`config.mk`:
```
export PLATFORM = sky130hd
export DESIGN_NAME = mcp_uart_port
export DESIGN_NICKNAME = d
export VERILOG_FILES = /design/src/rtl/mcp_uart_port.sv
export SDC_FILE = /design/constraint.sdc
export NUM_CORES = 1
export LEC_CHECK = 0
export CORE_ASPECT_RATIO = 1.5
export CORE_MARGIN = 8
export CORE_UTILIZATION = 55
export CTS_BUF_LIST = sky130_fd_sc_hd__clkbuf_8
export DETAILED_ROUTE_END_ITERATION = 8
export GPL_TIMING_DRIVEN = 0
export HOLD_SLACK_MARGIN = 0.15
export PLACE_DENSITY_LB_ADDON = 0.25
export SYNTH_ARGS = -nofsm -noshare
export SYNTH_HDL_FRONTEND = slang
export SYNTH_SLANG_ARGS = --single-unit
export TNS_END_PERCENT = 20
```
`constraint.sdc`:
```
create_clock -name clk -period 3 [get_ports clk]
set_input_delay 0.9 -clock clk [delete_from_list [all_inputs] [get_ports clk]]
set_output_delay 0.9 -clock clk [all_outputs]
set_load 0.05 [all_outputs]
```
`src/rtl/mcp_uart_port.sv`:
```
// mcp_uart_port: OUTPUT/INPUT strobe mapped UART for the mcp core.
// Buffered 8N1 transmitter, single-byte receiver, and pollable status byte.
`timescale 1ns/1ps
module mcp_uart_port #(
    parameter int CLKS_PER_BIT = 868,
    parameter int TX_DEPTH     = 4
) (
    input  logic       clk,
    input  logic       reset,
    input  logic [7:0] out_data,
    input  logic       out_strobe_n,
    output logic [7:0] in_data,
    input  logic       in_strobe_n,
    output logic [7:0] status,
    input  logic       status_strobe_n,
    output logic       txd,
    input  logic       rxd
);
    localparam int AW = $clog2(TX_DEPTH);
    localparam int CW = $clog2(CLKS_PER_BIT);
    localparam logic [CW-1:0] BIT_END  = CW'(CLKS_PER_BIT - 1);
    localparam logic [CW-1:0] HALF_END = CW'(CLKS_PER_BIT / 2 - 1);
    localparam logic [AW:0]   FULL_CNT = (AW + 1)'(TX_DEPTH);

    typedef enum logic [1:0] {IDLE, START, DATA, STOP} state_t;

    logic          out_q, in_q, st_q;
    logic          rs1, rs2, rs3;
    logic [7:0]    fifo [TX_DEPTH];
    logic [AW-1:0] wr_ptr, rd_ptr;
    logic [AW:0]   count;
    state_t        tx_state, tx_next, rx_state, rx_next;
    logic [CW-1:0] tx_cnt, tx_cnt_n, rx_cnt, rx_cnt_n;
    logic [2:0]    tx_bit, tx_bit_n, rx_bit, rx_bit_n;
    logic [7:0]    tx_shift, tx_shift_n, rx_shift, rx_shift_n;
    logic          txd_n, pop, push, rx_done;
    logic          rx_valid, rx_ovf, frame_err, tx_ovf;

    // Each strobe counts once, on its falling edge.
    wire wr_ev    = ~out_strobe_n & out_q;
    wire in_ev    = ~in_strobe_n & in_q;
    wire st_ev    = ~status_strobe_n & st_q;
    wire tx_full  = (count == FULL_CNT);
    wire tx_empty = (count == '0);
    wire tx_busy  = (tx_state != IDLE) | ~tx_empty;
    wire rx_load  = rx_done & rs2 & (~rx_valid | in_ev);
    wire rx_drop  = rx_done & rs2 & rx_valid & ~in_ev;
    wire rx_ferr  = rx_done & ~rs2;
    wire tx_drop  = wr_ev & tx_full & ~pop;

    assign push = wr_ev & (~tx_full | pop);

    always_comb begin
        tx_next    = tx_state;
        tx_cnt_n   = tx_cnt + 1'b1;
        tx_bit_n   = tx_bit;
        tx_shift_n = tx_shift;
        pop        = 1'b0;
        unique case (tx_state)
            IDLE: begin
                tx_cnt_n = '0;
                if (!tx_empty) begin
                    pop        = 1'b1;
                    tx_shift_n = fifo[rd_ptr];
                    tx_next    = START;
                end
            end
            START: if (tx_cnt == BIT_END) begin
                tx_cnt_n = '0;
                tx_bit_n = '0;
                tx_next  = DATA;
            end
            DATA: if (tx_cnt == BIT_END) begin
                tx_cnt_n   = '0;
                tx_shift_n = {1'b0, tx_shift[7:1]};
                tx_bit_n   = tx_bit + 3'd1;
                if (tx_bit == 3'd7) tx_next = STOP;
            end
            STOP: if (tx_cnt == BIT_END) begin
                tx_cnt_n = '0;
                tx_next  = IDLE;
            end
        endcase
        unique case (tx_next)
            START:   txd_n = 1'b0;
            DATA:    txd_n = tx_shift_n[0];
            default: txd_n = 1'b1;
        endcase
    end

    // Start bit is re-checked at mid-bit; data and stop are sampled at bit centres.
    always_comb begin
        rx_next    = rx_state;
        rx_cnt_n   = rx_cnt + 1'b1;
        rx_bit_n   = rx_bit;
        rx_shift_n = rx_shift;
        rx_done    = 1'b0;
        unique case (rx_state)
            IDLE: begin
                rx_cnt_n = '0;
                if (rs3 && !rs2) rx_next = START;
            end
            START: if (rx_cnt == HALF_END) begin
                rx_cnt_n = '0;
                rx_bit_n = '0;
                rx_next  = rs2 ? IDLE : DATA;
            end
            DATA: if (rx_cnt == BIT_END) begin
                rx_cnt_n   = '0;
                rx_shift_n = {rs2, rx_shift[7:1]};
                rx_bit_n   = rx_bit + 3'd1;
                if (rx_bit == 3'd7) rx_next = STOP;
            end
            STOP: if (rx_cnt == BIT_END) begin
                rx_cnt_n = '0;
                rx_done  = 1'b1;
                rx_next  = IDLE;
            end
        endcase
    end

    always_ff @(posedge clk) begin
        if (push) fifo[wr_ptr] <= out_data;
    end

    always_ff @(posedge clk) begin
        if (reset) begin
            out_q     <= 1'b1;
            in_q      <= 1'b1;
            st_q      <= 1'b1;
            rs1       <= 1'b1;
            rs2       <= 1'b1;
            rs3       <= 1'b1;
            wr_ptr    <= '0;
            rd_ptr    <= '0;
            count     <= '0;
            tx_state  <= IDLE;
            tx_cnt    <= '0;
            tx_bit    <= '0;
            tx_shift  <= '0;
            txd       <= 1'b1;
            rx_state  <= IDLE;
            rx_cnt    <= '0;
            rx_bit    <= '0;
            rx_shift  <= '0;
            in_data   <= 8'h00;
            rx_valid  <= 1'b0;
            rx_ovf    <= 1'b0;
            frame_err <= 1'b0;
            tx_ovf    <= 1'b0;
            status    <= 8'h04;
        end else begin
            out_q    <= out_strobe_n;
            in_q     <= in_strobe_n;
            st_q     <= status_strobe_n;
            rs1      <= rxd;
            rs2      <= rs1;
            rs3      <= rs2;
            if (push) wr_ptr <= wr_ptr + 1'b1;
            if (pop) rd_ptr <= rd_ptr + 1'b1;
            if (push && !pop) count <= count + 1'b1;
            else if (pop && !push) count <= count - 1'b1;
            tx_state <= tx_next;
            tx_cnt   <= tx_cnt_n;
            tx_bit   <= tx_bit_n;
            tx_shift <= tx_shift_n;
            txd      <= txd_n;
            rx_state <= rx_next;
            rx_cnt   <= rx_cnt_n;
            rx_bit   <= rx_bit_n;
            rx_shift <= rx_shift_n;
            if (rx_load) begin
                in_data  <= rx_shift;
                rx_valid <= 1'b1;
            end else if (in_ev) begin
                rx_valid <= 1'b0;
            end
            rx_ovf    <= rx_drop | (rx_ovf & ~st_ev);
            frame_err <= rx_ferr | (frame_err & ~st_ev);
            tx_ovf    <= tx_drop | (tx_ovf & ~st_ev);
            status    <= {1'b0, tx_ovf, frame_err, rx_ovf,
                          tx_busy, tx_empty, tx_full, rx_valid};
        end
    end
endmodule
```
==> out/qor.yml, run 1 <==
status:
  outcome: "finished clean"
synth:
  avgSynthCellArea_um2: 11.2
  ys_async_sr_fraction: 0
  synth_nets: 432
  yosys_warnings: 0
  synth.cell_area_um2: 4520
  yosysMostFrequentCell: "dfxtp_1"
  synthDistinctLibCells: 50
  yosys.area.top_type_share: 0.359
  ys.flop_type: "dfxtp_1"
  synth_cells: 405
  synth_area_leaders: "dfxtp_1 36%, edfxtp_1 21%, nor2_1 4.5%"
  synth_edf_count: 32
  ys_ff_latch: 113
  netlist_top_cells_count: "81 x dfxtp_1, 54 x nor2_1, 33 x nand2_1"
  ys_seq_area_frac: 0.572
  synth_top_area_cell: "dfxtp_1"
die:
  core-area_um2: 8010
  pin_count: 31
  dieWidth_um: 90.0
  die_h_um: 127
  dieArea_um2: 11400
  num_rows: 40
  start_util: 0.564
power:
  p_per_area_nw_per_um2: 729
  p_clk_frac: 0.356
  power.switching_uw: 1070
  swShare: 0.276
  peakVddDrop_uv: 456
  power_frac_seq: 0.461
  combPwrFrac: 0.183
  p_int_uw: 2800
  leakagePower_uw: 0.00196
  p_total_uw: 3870
flow_run:
  max-cap-violations: 0
min_path:
  hold_class: "reg -> reg"
  min_delay_path_depth: 1
  worstHoldStart: "rs1$_SDFF_PP1_"
clock_network:
  post_cts_buffers: 0
  holdBufCountCts: 0
  h-tree-depth: 4
  clockBufferDepth: 2
  cts_tree: "built"
  clock-sinks: 113
  cts_made_buffers: 17
  cts_resized: 0
  path_clk_slew_ps: 70
  clock_tree.root_cell: "clkbuf_8"
  clock_latency_ps: 430
critical_path:
  endpoint: "count[2]$_SDFFE_PP0P_"
  crit_chain: "clkdlybuf4s50_1, nor2b_1, o21a_1, ha_1, inv_1, fa_1, xor2_1, or3_1, a21oi_1"
  reg2reg_depth: 9
  r2r-end: "count[2]$_SDFFE_PP0P_"
  cp_slowest_cell: "clkdlybuf4s50_1"
  critPathMaxStageDelay_ps: 420
  critPathMaxFanout: 7
  startpoint: "out_strobe_n"
  critPathLaunchType: "input pin"
  critical_path_required_ps: 3350
  setup.worst_path.class: "in -> reg"
  rrSetupSlack_ps: 300
  worstPathArrival_ps: 3130
  cp-end-kind: "flop"
  r2r_start: "tx_state[1]$_SDFF_PP0_"
finish:
  drive_above_1_share: 0.118
  num-fill-cells: 630
  final_cell_area_um2: 5310
  final_nets: 479
  syn_to_final_growth_pct: 17.6
  diodes: 0
grt:
  grt_pass1_vias: 2947
  gr-usage-all-layers: 0.145
  grt_pass1_wl_um: 13400
  grt_start_max_net_pins: 17
  grt_antenna_before_repair: 0
  grt_overflow_total: 0
sta:
  hold_violations: 0
  min_period_ps: 2780
  max_slew_margin: 0.491
  grt_setup_unrepaired: "no"
  fmax_ghz: 0.359
  setup_violations: 0
  slew_viol_final: 0
  fin_crit_sh: 0.927
  whs_ps: 412
  worst_slew_pin_slew_ps: 757
  fin_skew_ps: 8.24
  setup_ws_ps: 218
placement:
  place_area_um2: 4930
  dp_slack_ps: -198
  port_buffers: 28
  dpl.hpwl_um: 5410
  place_congestion: 0.813
detailed_routing:
  drt-initial-drc-count: 177
  dr.pass1.iters: 6
  drc: 0
  drtAntennaViolNets: 0
  routedWlPerCell_um: 13.8
  routed_wirelength_um: 7880
  vias_per_cell: 5.26
  routed-via-count: 2999
logic make-up after synthesis:
| logic type | synth area share |
|---|---|
| adders and majority gates | 0.0377 |
| other | 0.000830 |
| and+or+nand+nor | 0.182 |
| buffers and inverters | 0.0213 |
| DFF | 0.572 |
| xor gates and xnor gates | 0.0427 |
| AOI/OAI and AO/OA | 0.0615 |
| muxes | 0.0820 |
through the flow:
step                instances   util  setup TNS (ps)
floorplan                 405      -               0
global placement          538  0.615            -153
CTS                       570  0.664               0
global route              570  0.664               0
detailed placement        538  0.615            -198
finish                    570  0.664               0
layout by cell type (no fill, tap or decap), types with 3 or more instances in the layout:
cell,instances
and3_1,6
clkinv_2,6
ha_1,12
or2_2,7
nand4b_1,3
xnor2_1,8
clkdlybuf4s50_1,28
a22oi_1,6
nor2_1,54
mux2i_1,19
and2_1,6
nor3_1,7
nand3_1,10
inv_1,8
o21ai_1,8
nand2_1,33
nor2b_1,9
clkbuf_1,13
a21oi_1,19
bufinv_16,3
dfxtp_1,81
nand2b_1,8
clkbuf_8,17
xor2_1,14
edfxtp_1,32
mux4_2,8
power groups by stage:
stage | registers [uW] | logic, uW | clock network (uW)
after global placement | 1810 | 691 | 0
after CTS | 1790 | 718 | 1410
after detailed placement | 1820 | 713 | 0
after floorplan | 1870 | 466 | 0
after global routing | 1800 | 791 | 1470
final | 1790 | 708 | 1380
registers in the layout, summed over array words and instances (netlist names), 2 cells and up, named ones only:
| signal | count |
|---|---|
| count | 3 |
| fifo | 32 |
| in_data | 8 |
| rd_ptr | 2 |
| rx_bit | 3 |
| rx_cnt | 10 |
| rx_shift | 8 |
| status | 7 |
| tx_bit | 3 |
| tx_cnt | 10 |
| tx_shift | 8 |
| tx_state | 2 |
| wr_ptr | 2 |
how the worst min path moves through the flow:
stage | slack (ps) | end
finish | 410 | rs2$_SDFF_PP1_
global route | 430 | rs2$_SDFF_PP1_
floorplan | 390 | rs2$_SDFF_PP1_
CTS | 410 | rs2$_SDFF_PP1_
detailed placement | 400 | rs2$_SDFF_PP1_
global placement | 400 | rs2$_SDFF_PP1_
critical path, delay by kind of cell:
kind | cells | cell delay (ps)
adder cells (fa/ha/maj) | 2 | 610
AND/OR/NAND/NOR | 2 | 500
AO/OA/AOI/OAI | 2 | 490
buffers and inverters | 2 | 480
XOR/XNOR | 1 | 160
routing by layer:
layer	global-route usage	vias to the layer above	part of all wire
met5	0	-	0
met4	0.0807	0	0.017
met3	0.0533	14	0.041
met2	0.242	55	0.50
met1	0.157	1423	0.45
li1	-	1507	-
area by class of cell:
class,count,area [um^2],area share
Buffer,17,73.8,0.0139
Clock buffer,17,234,0.0440
Clock inverter,15,151,0.0285
Inverter,6,22.5,0.00424
Multi-Input combinational cell,269,1840,0.346
Sequential cell,113,2580,0.486
Tap cell,105,131,0.0247
Timing Repair Buffer,28,280,0.0527
(Power assumes the default switching activity.)
==> inputs of run 2 (changes only) <==
==> constraint.sdc (replaced) <==
create_clock -name clk -period 2.4 [get_ports clk]
set_input_delay 0.72 -clock clk [delete_from_list [all_inputs] [get_ports clk]]
set_output_delay 0.72 -clock clk [all_outputs]
set_load 0.05 [all_outputs]
==> run 2 against run 1 <==
First-iteration DRC count decreased by 7.9%; clock skew decreased by 0.77 ps; sequential share of layout area decreased by 0.31 points; combinational power increased by 27%; routed wire length increased by 0.19%; non-clock buffer count increased by 1; design area increased by 0.64%; count of clock-buffer cells in the layout unchanged; total power increased by 25%; die area unchanged; sequential power increased by 25%; worst hold slack about the same.
==> out/qor.yml, run 2 (same netlist as run 1, synthesis figures left out) <==
flow_run:
  max-cap-violations: 0  # unchanged
sta:
  hold_violations: 0  # unchanged
  setup_violations: 0  # unchanged
  fin_skew_ps: 7.47  # -0.768 ps
  worst_slew_pin_slew_ps: 534  # -223 ps
  whs_ps: 412  # +0.00800 ps
  fin_crit_sh: 0.977
  min_period_ps: 2340
  slew_viol_final: 0  # unchanged
  grt_setup_unrepaired: "no"
  fmax_ghz: 0.427
  max_slew_margin: 0.644  # +0.153
  finalSetupTns_ps: 0  # unchanged
critical_path:
  setup.worst_path.class: "in -> reg"
  reg2reg_depth: 9  # unchanged
  critPathLaunchType: "input pin"
  startpoint: "out_strobe_n"
  worstPathArrival_ps: 2700  # -430 ps
  r2r-end: "count[2]$_SDFFE_PP0P_"
  critical_path_required_ps: 2750  # -600 ps
  r2r_start: "count[0]$_SDFFE_PP0P_"
  cp-end-kind: "flop"
  critPathMaxFanout: 2  # -5
  rrSetupSlack_ps: 150  # -150 ps
min_path:
  hold_class: "reg -> reg"
  min_delay_path_depth: 1  # unchanged
  worstHoldStart: "rs1$_SDFF_PP1_"
  min_to: "rs2$_SDFF_PP1_"
grt:
  grt_pass1_vias: 2958  # +0.37%
  grt_start_max_net_pins: 17  # unchanged
  grt_pass1_wl_um: 13400  # +0.10%
  gr-usage-all-layers: 0.146  # about the same
  grt_overflow_total: 0  # unchanged
  grt_antenna_before_repair: 0  # unchanged
clock_network:
  clock_tree.root_cell: "clkbuf_8"
  clockBufferDepth: 2  # unchanged
  cts_tree: "built"
  clock-sinks: 113  # unchanged
  clock_latency_ps: 430  # about the same
  cts_made_buffers: 17  # unchanged
  h-tree-depth: 4  # unchanged
  path_clk_slew_ps: 70  # about the same
die:
  core-area_um2: 8010  # unchanged
  dieArea_um2: 11400  # unchanged
  dieWidth_um: 90.0  # unchanged
  num_rows: 40  # unchanged
  pin_count: 31  # unchanged
  start_util: 0.564  # unchanged
  die_h_um: 127  # unchanged
detailed_routing:
  routed_wirelength_um: 7890  # +0.19%
  drc: 0  # unchanged
  routedWlPerCell_um: 13.8  # about the same
  drtAntennaViolNets: 0  # unchanged
  drt-initial-drc-count: 163  # -7.9%
  vias_per_cell: 5.23  # -0.67%
  routed-via-count: 2984  # -0.50%
  dr.pass1.iters: 5  # -1
finish:
  drive_above_1_share: 0.131  # +0.0126
  layout_commonest_cell: "dfxtp_1"
  layout_common_cells: "81 x dfxtp_1, 53 x nor2_1, 33 x nand2_1"
  syn_to_final_growth_pct: 18.4
  largest_register_ffs: 32  # unchanged
  top_register: "fifo"
  num-fill-cells: 629  # -0.16%
  final_nets: 480  # +0.21%
  diodes: 0  # unchanged
  top_regs: "fifo (32), rx_cnt (10), tx_cnt (10)"
  fin_util: 0.668  # +0.00422
placement:
  port_buffers: 28  # unchanged
  dpl.hpwl_um: 5410  # unchanged
  place_congestion: 0.813  # unchanged
power:
  peakVddDrop_uv: 569  # +25%
  leakagePower_uw: 0.00199  # +1.6%
  p_per_area_nw_per_um2: 909  # +25%
status:
  outcome: "finished clean"
run 2: layout make-up:
class,instances,area (um^2),area share
clock inverter,15,151,0.0283
sequential,113,2580,0.483
buffer,17,75.1,0.0140
timing repair buffer,29,288,0.0538
inverter,6,22.5,0.00421
tap,105,131,0.0246
multi-input combinational,269,1860,0.348
clock buffer,17,234,0.0438
run 2: repair_timing:
item,in CTS,in global routing
hold endpoints to repair,0,0
gates resized for setup,4,4
setup buffers,1,0
hold buffers,0,0
endpoints found under the setup margin,2,2
run 2: worst max-delay path by stage:
| stage | cells after the start | end |
|---|---|---|
| 5_1_grt | 9 | count[2]$_SDFFE_PP0P_ |
| 2_1_floorplan | 9 | count[2]$_SDFFE_PP0P_ |
| 6_report | 9 | count[2]$_SDFFE_PP0P_ |
| 4_1_cts | 9 | count[2]$_SDFFE_PP0P_ |
| 3_5_place_dp | 9 | count[2]$_SDFFE_PP0P_ |
| 3_3_place_gp | 9 | count[2]$_SDFFE_PP0P_ |
run 2: power by group:
group	switching, uW	total (uW)	internal [uW]
logic	521	896	375
registers	102	2240	2140
clock network	725	1720	998
total	1350	4860	3510
run 2: worst max-delay path: stages:
cell	delay (ps)
clkdlybuf4s50_1	430
nor2b_2	170
o21a_2	170
ha_1	180
inv_1	60
fa_1	370
xor2_1	160
or3_1	300
a21oi_1	150
run 2: through the flow:
| step | instance area [um^2] | power, uW | std cells | worst slack (ps) |
|---|---|---|---|---|
| after floorplan | 4520 | 2920 | 405 | 60.7 |
| after global placement | 4930 | 3130 | 538 | -573 |
| after detailed placement | 4930 | 3160 | 538 | -618 |
| after CTS | 5340 | 4900 | 571 | 55.1 |
| after global routing | 5350 | 5090 | 571 | 1.82 |
| final | 5350 | 4860 | 571 | 55.7 |
run 2: layer usage:
metal,GRT usage,vias to the layer above,routed length [um]
met3,0.0533,12,347
li1,-,1512,-
met5,0,-,0
met4,0.0807,0,135
met1,0.157,1410,3480
met2,0.243,50,3930
